**src/rtl/fifo_arb_pkg.sv**
```systemverilog
// ----------------------------------------------------------------------------
// fifo_arb_pkg
//   Shared types and default constants for the FIFO write-port arbiter.
//   - arb_state_t : arbiter FSM states (IDLE = re-arbitration, BURST = packet)
//   - DEF_*       : default parameter values for the top level
//   - idx_width() : width of an index into n items (at least 1 bit)
// ----------------------------------------------------------------------------
package fifo_arb_pkg;

    typedef enum logic {
        IDLE  = 1'b0,
        BURST = 1'b1
    } arb_state_t;

    localparam int DEF_N_REQ      = 4;
    localparam int DEF_DATA_WIDTH = 8;
    localparam int DEF_PKT_SIZE   = 10;

    function automatic int idx_width(input int n);
        return (n > 1) ? $clog2(n) : 1;
    endfunction

endpackage

```
**src/rtl/fifo_wr_arbiter_rr.sv**
```systemverilog
// ----------------------------------------------------------------------------
// rr_arbiter
//   Combinational round-robin arbiter. The requester after i_ptr has top
//   priority, then the next one, wrapping N-1 -> 0.
//   Ports:
//     i_req [N-1:0]     request vector
//     i_ptr [PTR_W-1:0] index of the last winner
//     o_gnt [N-1:0]     one-hot winner, 0 when no request
// ----------------------------------------------------------------------------
module rr_arbiter
    import fifo_arb_pkg::*;
#(
    parameter int N = 4,
    localparam int PTR_W = idx_width(N)
) (
    input  logic [N-1:0]     i_req,
    input  logic [PTR_W-1:0] i_ptr,
    output logic [N-1:0]     o_gnt
);

    int           w_start;
    logic [N-1:0] w_rot_req;
    logic [N-1:0] w_rot_gnt;
    logic         w_found;

    // Rotate so the highest-priority requester sits at bit 0, pick the lowest
    // set bit, then rotate the one-hot result back into requester order.
    always_comb begin
        // NOTE: every combinational output gets a default before any branch,
        // so no path leaves it unassigned and no latch is inferred.
        w_start   = (int'(i_ptr) >= N - 1) ? 0 : int'(i_ptr) + 1;
        w_rot_req = '0;
        w_rot_gnt = '0;
        w_found   = 1'b0;
        o_gnt     = '0;

        for (int j = 0; j < N; j++) begin
            w_rot_req[j] = i_req[PTR_W'((w_start + j) % N)];
        end

        for (int j = 0; j < N; j++) begin
            if (!w_found && w_rot_req[j]) begin
                w_rot_gnt[j] = 1'b1;
                w_found      = 1'b1;
            end
        end

        for (int j = 0; j < N; j++) begin
            o_gnt[PTR_W'((w_start + j) % N)] = w_rot_gnt[j];
        end
    end

endmodule

```
**src/rtl/fifo_wr_arbiter.sv**
```systemverilog
// ----------------------------------------------------------------------------
// fifo_wr_arbiter
//   Shares one FIFO write port between N_REQ packet sources. A round-robin
//   winner owns the port for exactly PKT_SIZE accepted beats; writes stall on
//   i_full and packets never interleave. One IDLE cycle separates packets.
//   Ports:
//     i_clk, i_rst     write-domain clock, synchronous active-high reset
//     i_req            per-source "full packet ready", held until done
//     i_req_data       flattened source data, slice i = [i*DATA_WIDTH +: DATA_WIDTH]
//     i_full           FIFO full flag (write-domain)
//     o_gnt            one-hot port owner (registered), 0 when idle
//     o_ack            owner's slice written this cycle; source advances
//     o_pkt_done       pulse on the cycle the last beat is written
//     o_pkt_abort      pulse when the owner drops its request mid-packet
//     o_w_inc          FIFO write enable
//     o_wr_data        FIFO write data, 0 when not writing
// ----------------------------------------------------------------------------
module fifo_wr_arbiter
    import fifo_arb_pkg::*;
#(
    parameter int N_REQ      = DEF_N_REQ,
    parameter int DATA_WIDTH = DEF_DATA_WIDTH,
    parameter int PKT_SIZE   = DEF_PKT_SIZE
) (
    input  logic                        i_clk,
    input  logic                        i_rst,
    input  logic [N_REQ-1:0]            i_req,
    input  logic [N_REQ*DATA_WIDTH-1:0] i_req_data,
    input  logic                        i_full,
    output logic [N_REQ-1:0]            o_gnt,
    output logic [N_REQ-1:0]            o_ack,
    output logic                        o_pkt_done,
    output logic                        o_pkt_abort,
    output logic                        o_w_inc,
    output logic [DATA_WIDTH-1:0]       o_wr_data
);

    localparam int CNT_WIDTH = $clog2(PKT_SIZE + 1);
    localparam int PTR_W     = idx_width(N_REQ);

    localparam logic [CNT_WIDTH-1:0] LAST_BEAT = CNT_WIDTH'(PKT_SIZE - 1);
    localparam logic [PTR_W-1:0]     PTR_RST   = PTR_W'(N_REQ - 1);

    arb_state_t           r_state;
    logic [N_REQ-1:0]     r_gnt;
    logic [CNT_WIDTH-1:0] r_cnt;
    logic [PTR_W-1:0]     r_ptr;
    logic [PTR_W-1:0]     r_owner;

    arb_state_t           w_state_nxt;
    logic [N_REQ-1:0]     w_gnt_nxt;
    logic [CNT_WIDTH-1:0] w_cnt_nxt;
    logic [PTR_W-1:0]     w_ptr_nxt;
    logic [PTR_W-1:0]     w_owner_nxt;

    logic [N_REQ-1:0]     w_arb_gnt;
    logic [PTR_W-1:0]     w_arb_idx;
    logic                 w_owner_req;
    logic                 w_burst;

    rr_arbiter #(
        .N (N_REQ)
    ) u_rr (
        .i_req (i_req),
        .i_ptr (r_ptr),
        .o_gnt (w_arb_gnt)
    );

    // Encoded winner index, kept alongside the one-hot grant for the data mux.
    always_comb begin
        w_arb_idx = '0;
        for (int i = 0; i < N_REQ; i++) begin
            if (w_arb_gnt[i]) begin
                w_arb_idx = PTR_W'(i);
            end
        end
    end

    // Write-port outputs. Gated by i_rst so nothing is written or pulsed
    // while reset is asserted, including a reset that lands mid-packet.
    always_comb begin
        w_owner_req = i_req[r_owner];
        w_burst     = (r_state == BURST) && !i_rst;
        o_gnt       = r_gnt;
        o_w_inc     = w_burst && w_owner_req && !i_full;
        o_pkt_abort = w_burst && !w_owner_req;
        o_pkt_done  = o_w_inc && (r_cnt == LAST_BEAT);
        o_ack       = r_gnt & {N_REQ{o_w_inc}};
        o_wr_data   = o_w_inc ? i_req_data[r_owner*DATA_WIDTH +: DATA_WIDTH]
                              : '0;
    end

    // Next-state logic. Both packet completion and abort hand the priority
    // pointer to the owner so the next arbitration starts after it.
    always_comb begin
        w_state_nxt = r_state;
        w_gnt_nxt   = r_gnt;
        w_cnt_nxt   = r_cnt;
        w_ptr_nxt   = r_ptr;
        w_owner_nxt = r_owner;

        case (r_state)
            IDLE: begin
                if (|i_req) begin
                    w_state_nxt = BURST;
                    w_gnt_nxt   = w_arb_gnt;
                    w_owner_nxt = w_arb_idx;
                    w_cnt_nxt   = '0;
                end
            end
            BURST: begin
                if (!w_owner_req || o_pkt_done) begin
                    w_state_nxt = IDLE;
                    w_gnt_nxt   = '0;
                    w_cnt_nxt   = '0;
                    w_ptr_nxt   = r_owner;
                end else if (o_w_inc) begin
                    w_cnt_nxt = r_cnt + 1'b1;
                end
            end
            default: begin
                w_state_nxt = IDLE;
                w_gnt_nxt   = '0;
                w_cnt_nxt   = '0;
            end
        endcase
    end

    always_ff @(posedge i_clk) begin
        // NOTE: state flops use non-blocking assignments so every flop samples
        // the pre-edge values, independent of statement order.
        if (i_rst) begin
            r_state <= IDLE;
            r_gnt   <= '0;
            r_cnt   <= '0;
            r_ptr   <= PTR_RST;
            r_owner <= '0;
        end else begin
            r_state <= w_state_nxt;
            r_gnt   <= w_gnt_nxt;
            r_cnt   <= w_cnt_nxt;
            r_ptr   <= w_ptr_nxt;
            r_owner <= w_owner_nxt;
        end
    end

endmodule

```
**config.mk**
```make
export PLATFORM = sky130hd
export DESIGN_NAME = fifo_wr_arbiter
export DESIGN_NICKNAME = d
export VERILOG_FILES = /design/src/rtl/fifo_arb_pkg.sv /design/src/rtl/fifo_wr_arbiter_rr.sv /design/src/rtl/fifo_wr_arbiter.sv
export SDC_FILE = /design/constraint.sdc
export NUM_CORES = 1
export LEC_CHECK = 0
export CAP_MARGIN = 20
export CORE_ASPECT_RATIO = 1.4
export CORE_MARGIN = 2
export CORE_UTILIZATION = 45
export DETAILED_ROUTE_END_ITERATION = 7
export PLACE_DENSITY = 0.8
export SKIP_LAST_GASP = 1
export SLEW_MARGIN = 20
export SYNTH_ARGS = -nofsm -noshare
export SYNTH_HDL_FRONTEND = slang
export SYNTH_HIERARCHICAL = 1
export SYNTH_SLANG_ARGS = --single-unit
export TNS_END_PERCENT = 1
```
**constraint.sdc**
```tcl
create_clock -name i_clk -period 3.7 [get_ports i_clk]
set_clock_uncertainty 0.1 [all_clocks]
set_input_delay 1.11 -clock i_clk [delete_from_list [all_inputs] [get_ports i_clk]]
set_output_delay 1.11 -clock i_clk [all_outputs]
set_load 0.01 [all_outputs]
```
### Word-level counts from Yosys, hierarchy flattened

Index checks and enable logic that the tools add are counted.

* register bits after elaboration: 13
* input bits: 39
* logic and storage cells: 98

* eq/ne operators: 4
* shift operators: 1
* reduce and logical (&&, ||, !) cells: 24
* magnitude comparators: 10
* bitwise operators: 3
* add/sub/neg operators: 5
* multiplexer cells: 46

Operator list (count)
* indexed part select 32 x 6 -> 8 bit: 1
* 2-to-1 mux 1 bit: 22
* 2-to-1 mux 4 bit: 5
* less-than comparator 2 x 4 -> 1 bit, second input constant: 4
* one-hot mux 4 bit (2 select lines): 2
* bitwise mux 4 bit: 3
* logical AND 1 bit: 12
* binary-select mux 1 bit (select 2 bit): 5
* bitwise AND 4 bit: 2
* demux 1 bit (select 2 bit): 4
* greater-or-equal comparator 2 x 1 -> 1 bit, second input constant: 4
* 2-to-1 mux 8 bit: 1
* AND reduction 2 bit: 4
* zero test 1 bit: 6
* 2-to-1 mux 2 bit: 3
* adder 2 x 1 -> 2 bit, second input constant: 2
* adder 2 bit, second input constant: 2
* adder 4 x 1 -> 4 bit, second input constant: 1
* equality test 4 bit, second input constant: 1
* OR reduction 4 bit: 1
* less-than comparator 2 x 3 -> 1 bit, second input constant: 1
* inequality test 3 x 2 -> 1 bit, second input constant: 1
* greater-or-equal comparator 2 bit, second input constant: 1
* inequality test 2 x 1 -> 1 bit, second input constant: 1
* 4 further kinds: 4

### Logic depth before layout (Yosys ltp)

* depth in word-level cells: 19
* depth in mapped cells: 12
* depth with buffers taken out: 10

### Cells and area by module

Netlist, hierarchy kept.

Modules (own cells, without submodules)
* fifo_wr_arbiter: instances 1, seq. area each 260.2 µm², cells an instance 117, area each 1027.2 µm²
* rr_arbiter: instances 1, seq. area each 0.0 µm², cells an instance 81, area each 588.1 µm²

### Worst setup path before layout

No wires, ideal clock.

* path kind: input port to output port
* from: input port i_rst
* to: output port o_pkt_done
* arrival: 1965 ps
* data required time: 2490 ps
* slack: 525 ps
* buffers on the path: 2
* cell stages on the path: 4
* cell sequence: buf_2 -> nor2_1 -> clkbuf_1 -> and3_1

* cells in the longest elaborated chain, start to end: 5

Ends and longest elaborated chain
* from (decl): line fifo_wr_arbiter.sv:26 `input logic i_rst,`
* zero test 1 bit: line fifo_wr_arbiter.sv:83 `w_burst = (r_state == BURST) && !i_rst;`
* logical AND 1 bit: line fifo_wr_arbiter.sv:83
* logical AND 1 bit (2 in a row): line fifo_wr_arbiter.sv:85 `o_w_inc = w_burst && w_owner_req && !i_full;`
* logical AND 1 bit: line fifo_wr_arbiter.sv:87 `o_pkt_done = o_w_inc && (r_cnt == LAST_BEAT);`
* to (decl): line fifo_wr_arbiter.sv:32 `output logic o_pkt_done,`

Every way passes these cells.

### Worst setup path after layout

* from: input port i_req_data[24]
* to: output port o_wr_data[0]

* cells in the longest elaborated chain, start to end: 2

Ends and longest elaborated chain
* from (decl): line fifo_wr_arbiter.sv:28 `input logic [N_REQ*DATA_WIDTH-1:0] i_req_data,`
* indexed part select 32 x 6 -> 8 bit: line fifo_wr_arbiter.sv:89 `o_wr_data = o_w_inc ? i_req_data[r_owner*DATA_WIDTH +: DATA_WIDTH]`
* 2-to-1 mux 8 bit: line fifo_wr_arbiter.sv:89
* to (decl): line fifo_wr_arbiter.sv:35 `output logic [DATA_WIDTH-1:0] o_wr_data`

Every way passes these cells.

==> results.yml <==
critical_path:
  reg2regPathDepth: 8
  worst-endpoint-required_ns: 2.49
  worst_setup_path_startpoint: "i_req_data[24]"
  arrival_time_worst_endpoint_ns: 2.45
  timing.setup.critical_path_class: "in2out"
  largest_delay_share_family_worst_path: "buffers and inverters"
  setup.worst_path.end_class: "primary output"
  timing.critical_path.from_type: "input port"
  reg2reg_slack_ns: 0.78
  r2r_start: "r_ptr[0]"
  crit_fanout: 1
  critical_path_buf_inv_count: 2
  worst_path_largest_cell_delay_ns: 0.46
  worst_path_max_delay_cell: "mux4_2"
  cp_cell_sequence: "clkdlybuf4s50_1, mux4_2, and3_1, dlygate4sd2_1"
  path_depth: 4
floorplanning:
  coreArea_sq_mm: 0.00341
  die_x_um: 54.6
  initial_util: 0.474
  floorplan.die_area_sq_mm: 0.00409
  ios: 58
  floorplan.rows: 25
  die-height_um: 74.9
timing:
  timing.max_slew.rel_slack: 0.567
  setup-violations-final: 0
  layout_setup_ws_ns: 0.0438
  slew_viol_final: 0
  timing.final.hold_violations: 0
  unrepaired_setup_endpoints_after_global_routing: "false"
  finalCritPeriodShare: 0.988
  worst_hold_slack_ns: 0.384
  timing_worst_slew_pin_value_ns: 0.649
  max_clock_freq_mhz: 274
  timing.final.crit_period_ns: 3.66
  final_total_negative_setup_slack_ns: 0
power_and_ir_drop:
  cellLeakagePower_nw: 1.04
  total_internal_power_mw: 0.646
  p_sw_mw: 0.458
  power.combinational.fraction: 0.675
  power.share.switching: 0.415
  power.share.clock: 0.116
  share_seq_of_total_power: 0.208
  power.density_mw_per_mm2: 456
  finalPower_mw: 1.10
  irDropWorstVdd_mv: 0.335
yosys:
  number_of_register_bits_inferred_by_synthesis: 13
  syn_avg_cell_area_sq_um: 8.16
  post-synth-top-area-fraction: 0.161
  ys.flop_type: "dfxtp_1"
  share_of_synthesized_area_occupied_by_flip_flops_and_latches: 0.161
  synth_area_leaders: "dfxtp_1 16%, mux4_2 14%, ha_1 7.7%"
  synth_edf_count: 0
  area_of_the_mapped_netlist_sq_mm: 0.00162
  synth_async_sr_flop_share: 0
  netlist_instances: 198
  synth_top_area_cell: "dfxtp_1"
  yosys_warnings: 6
  mappedNetlistNets: 247
  distinct_cells_synth: 53
cells_and_area:
  sequential_cell_area_sq_um: 260
  finalNetCount: 323
  final_layout_size_suffix_gt1_frac: 0.198
  area.growth.synth_to_final_pct: 50.0
  finalInstanceArea_sq_mm: 0.00242
  multi_input_comb_area_sq_mm: 0.00124
  most_frequent_cells_in_the_layout: "38 x clkdlybuf4s50_1, 28 x buf_4, 16 x dlygate4sd2_1"
  final_common_cell: "clkdlybuf4s50_1"
  antennaDiodeCount: 0
  finish.cell_count_without_fillers: 313
  fill_cells: 278
  fin_util: 0.711
cts:
  cts.sinks: 13
  tritoncts.num_buffers: 3
  hold_buffers_post_cts: 0
  clkSlewWorstSetupHoldPaths_ns: 0.05
  cts-root-to-sink-buffers: 2
  cts_htree_levels: 1
  tritoncts: "built"
  clock_latency_ns: 0.25
  cts_root_buf: "clkbuf_8"
global_route:
  globalRouteOverflowTotal: 0
  grt_first_pass_wirelength_um: 7920
  antenna_found_initial: 0
  grt_start_max_net_pins: 18
  gr-usage-all-layers: 0.263
  first_global_vias: 1795
place:
  place_worst_setup_slack_ns: -0.372
  detailed_placer_s_ending_hpwl_um: 3910
  numPlacedInstances: 305
  gp_congestion: 0.887
  buffer_ports.inserted: 57
  dpl_cell_area_sq_mm: 0.00235
routing:
  dr_total_vias: 1891
  first_iteration_detailed_routing_drc_count: 111
  detail_route.wirelength_um: 5020
  route.detailed.vias_per_inst: 6.04
  post_detailed_route_count_of_antenna_violating_nets: 0
  drt-wirelength-per-cell_um: 16.0
  drc: 0
  firstDrtPassIters: 4
run_status:
  status: "completed"
worst_hold_path:
  hp-start: "o_gnt[1]"
  hp-class: "reg2reg"
  timing.hold.worst_path_depth: 2
job:
  maxCapViolCount: 0
[repair_timing]
item,CTS,global route
resized for setup,26,1
setup buffers,4,0
pin swaps,1,0
endpoints found under the setup margin,15,1
[layer usage]
metal	vias to the layer above	wire length (um)	global-route usage
met5	-	0	0
met4	0	121	0.111
met3	16	486	0.0456
met2	96	2630	0.501
met1	879	1780	0.267
li1	900	-	-
[cells in the mapped netlist, types with 2 or more instances]
master and instances:
o22ai_1 2, or2_2 2, o211ai_1 2, and3b_1 3
o21ai_0 12, and3_1 15, and4_1 2, mux4_2 10
nor3_1 10, a2111o_1 2, dfxtp_1 13, o21a_1 2
nor2b_1 3, inv_1 11, ha_1 10, mux2i_1 2
nor2_1 9, clkbuf_1 7, nor4b_1 2, a21o_1 3
buf_4 2, nor4_1 3, a21oi_1 6, a311oi_1 2
a211o_1 2, a31oi_1 6, nand2b_1 8, buf_2 6
nand2_1 12, nand3_1 6
[power by group through the flow]
stage	Sequential (mW)	Combinational, mW	Clock, mW
floorplan	0.203	0.477	0
global placement	0.232	0.699	0
detailed placement	0.233	0.713	0
CTS	0.231	0.740	0.132
global route	0.239	0.816	0.136
finish	0.230	0.746	0.129
[area by class of cell]
| type | count | share of cell area |
|---|---|---|
| Clock buffer | 4 | 0.0186 |
| Inverter | 11 | 0.0170 |
| Multi-Input combinational cell | 158 | 0.513 |
| Sequential cell | 13 | 0.107 |
| Tap cell | 40 | 0.0207 |
| Timing Repair Buffer | 87 | 0.323 |
[final timing paths]
kind,endpoint
worst min register to register,o_gnt[1]
worst max register to register,r_owner[0]
worst max-delay path,o_wr_data[0]
worst min-delay path,o_gnt[1]
[state kept, by name, indices dropped and copies added (netlist names)]
signal / count
r_owner: 2
o_gnt: 4
r_state: 1
r_cnt: 4
r_ptr: 2
[worst min-delay path, delay by kind of cell (launching register included)]
family	cells	cell delay, ns
flops	1	0.31
simple gates	1	0.06
compound gates	1	0.06
[cells by family (layout without fill, tap and decap cells)]
| logic type | after synthesis | in the layout | share of synthesized area |
|---|---|---|---|
| AOI/OAI and AO/OA | 51 | 51 | 0.222 |
| DFF | 13 | 13 | 0.161 |
| adders and majority gates | 10 | 10 | 0.0775 |
| and+or+nand+nor | 84 | 84 | 0.302 |
| muxes | 13 | 13 | 0.160 |
| buffers and inverters | 27 | 102 | 0.0767 |
Power figures use the tool's default switching activity.
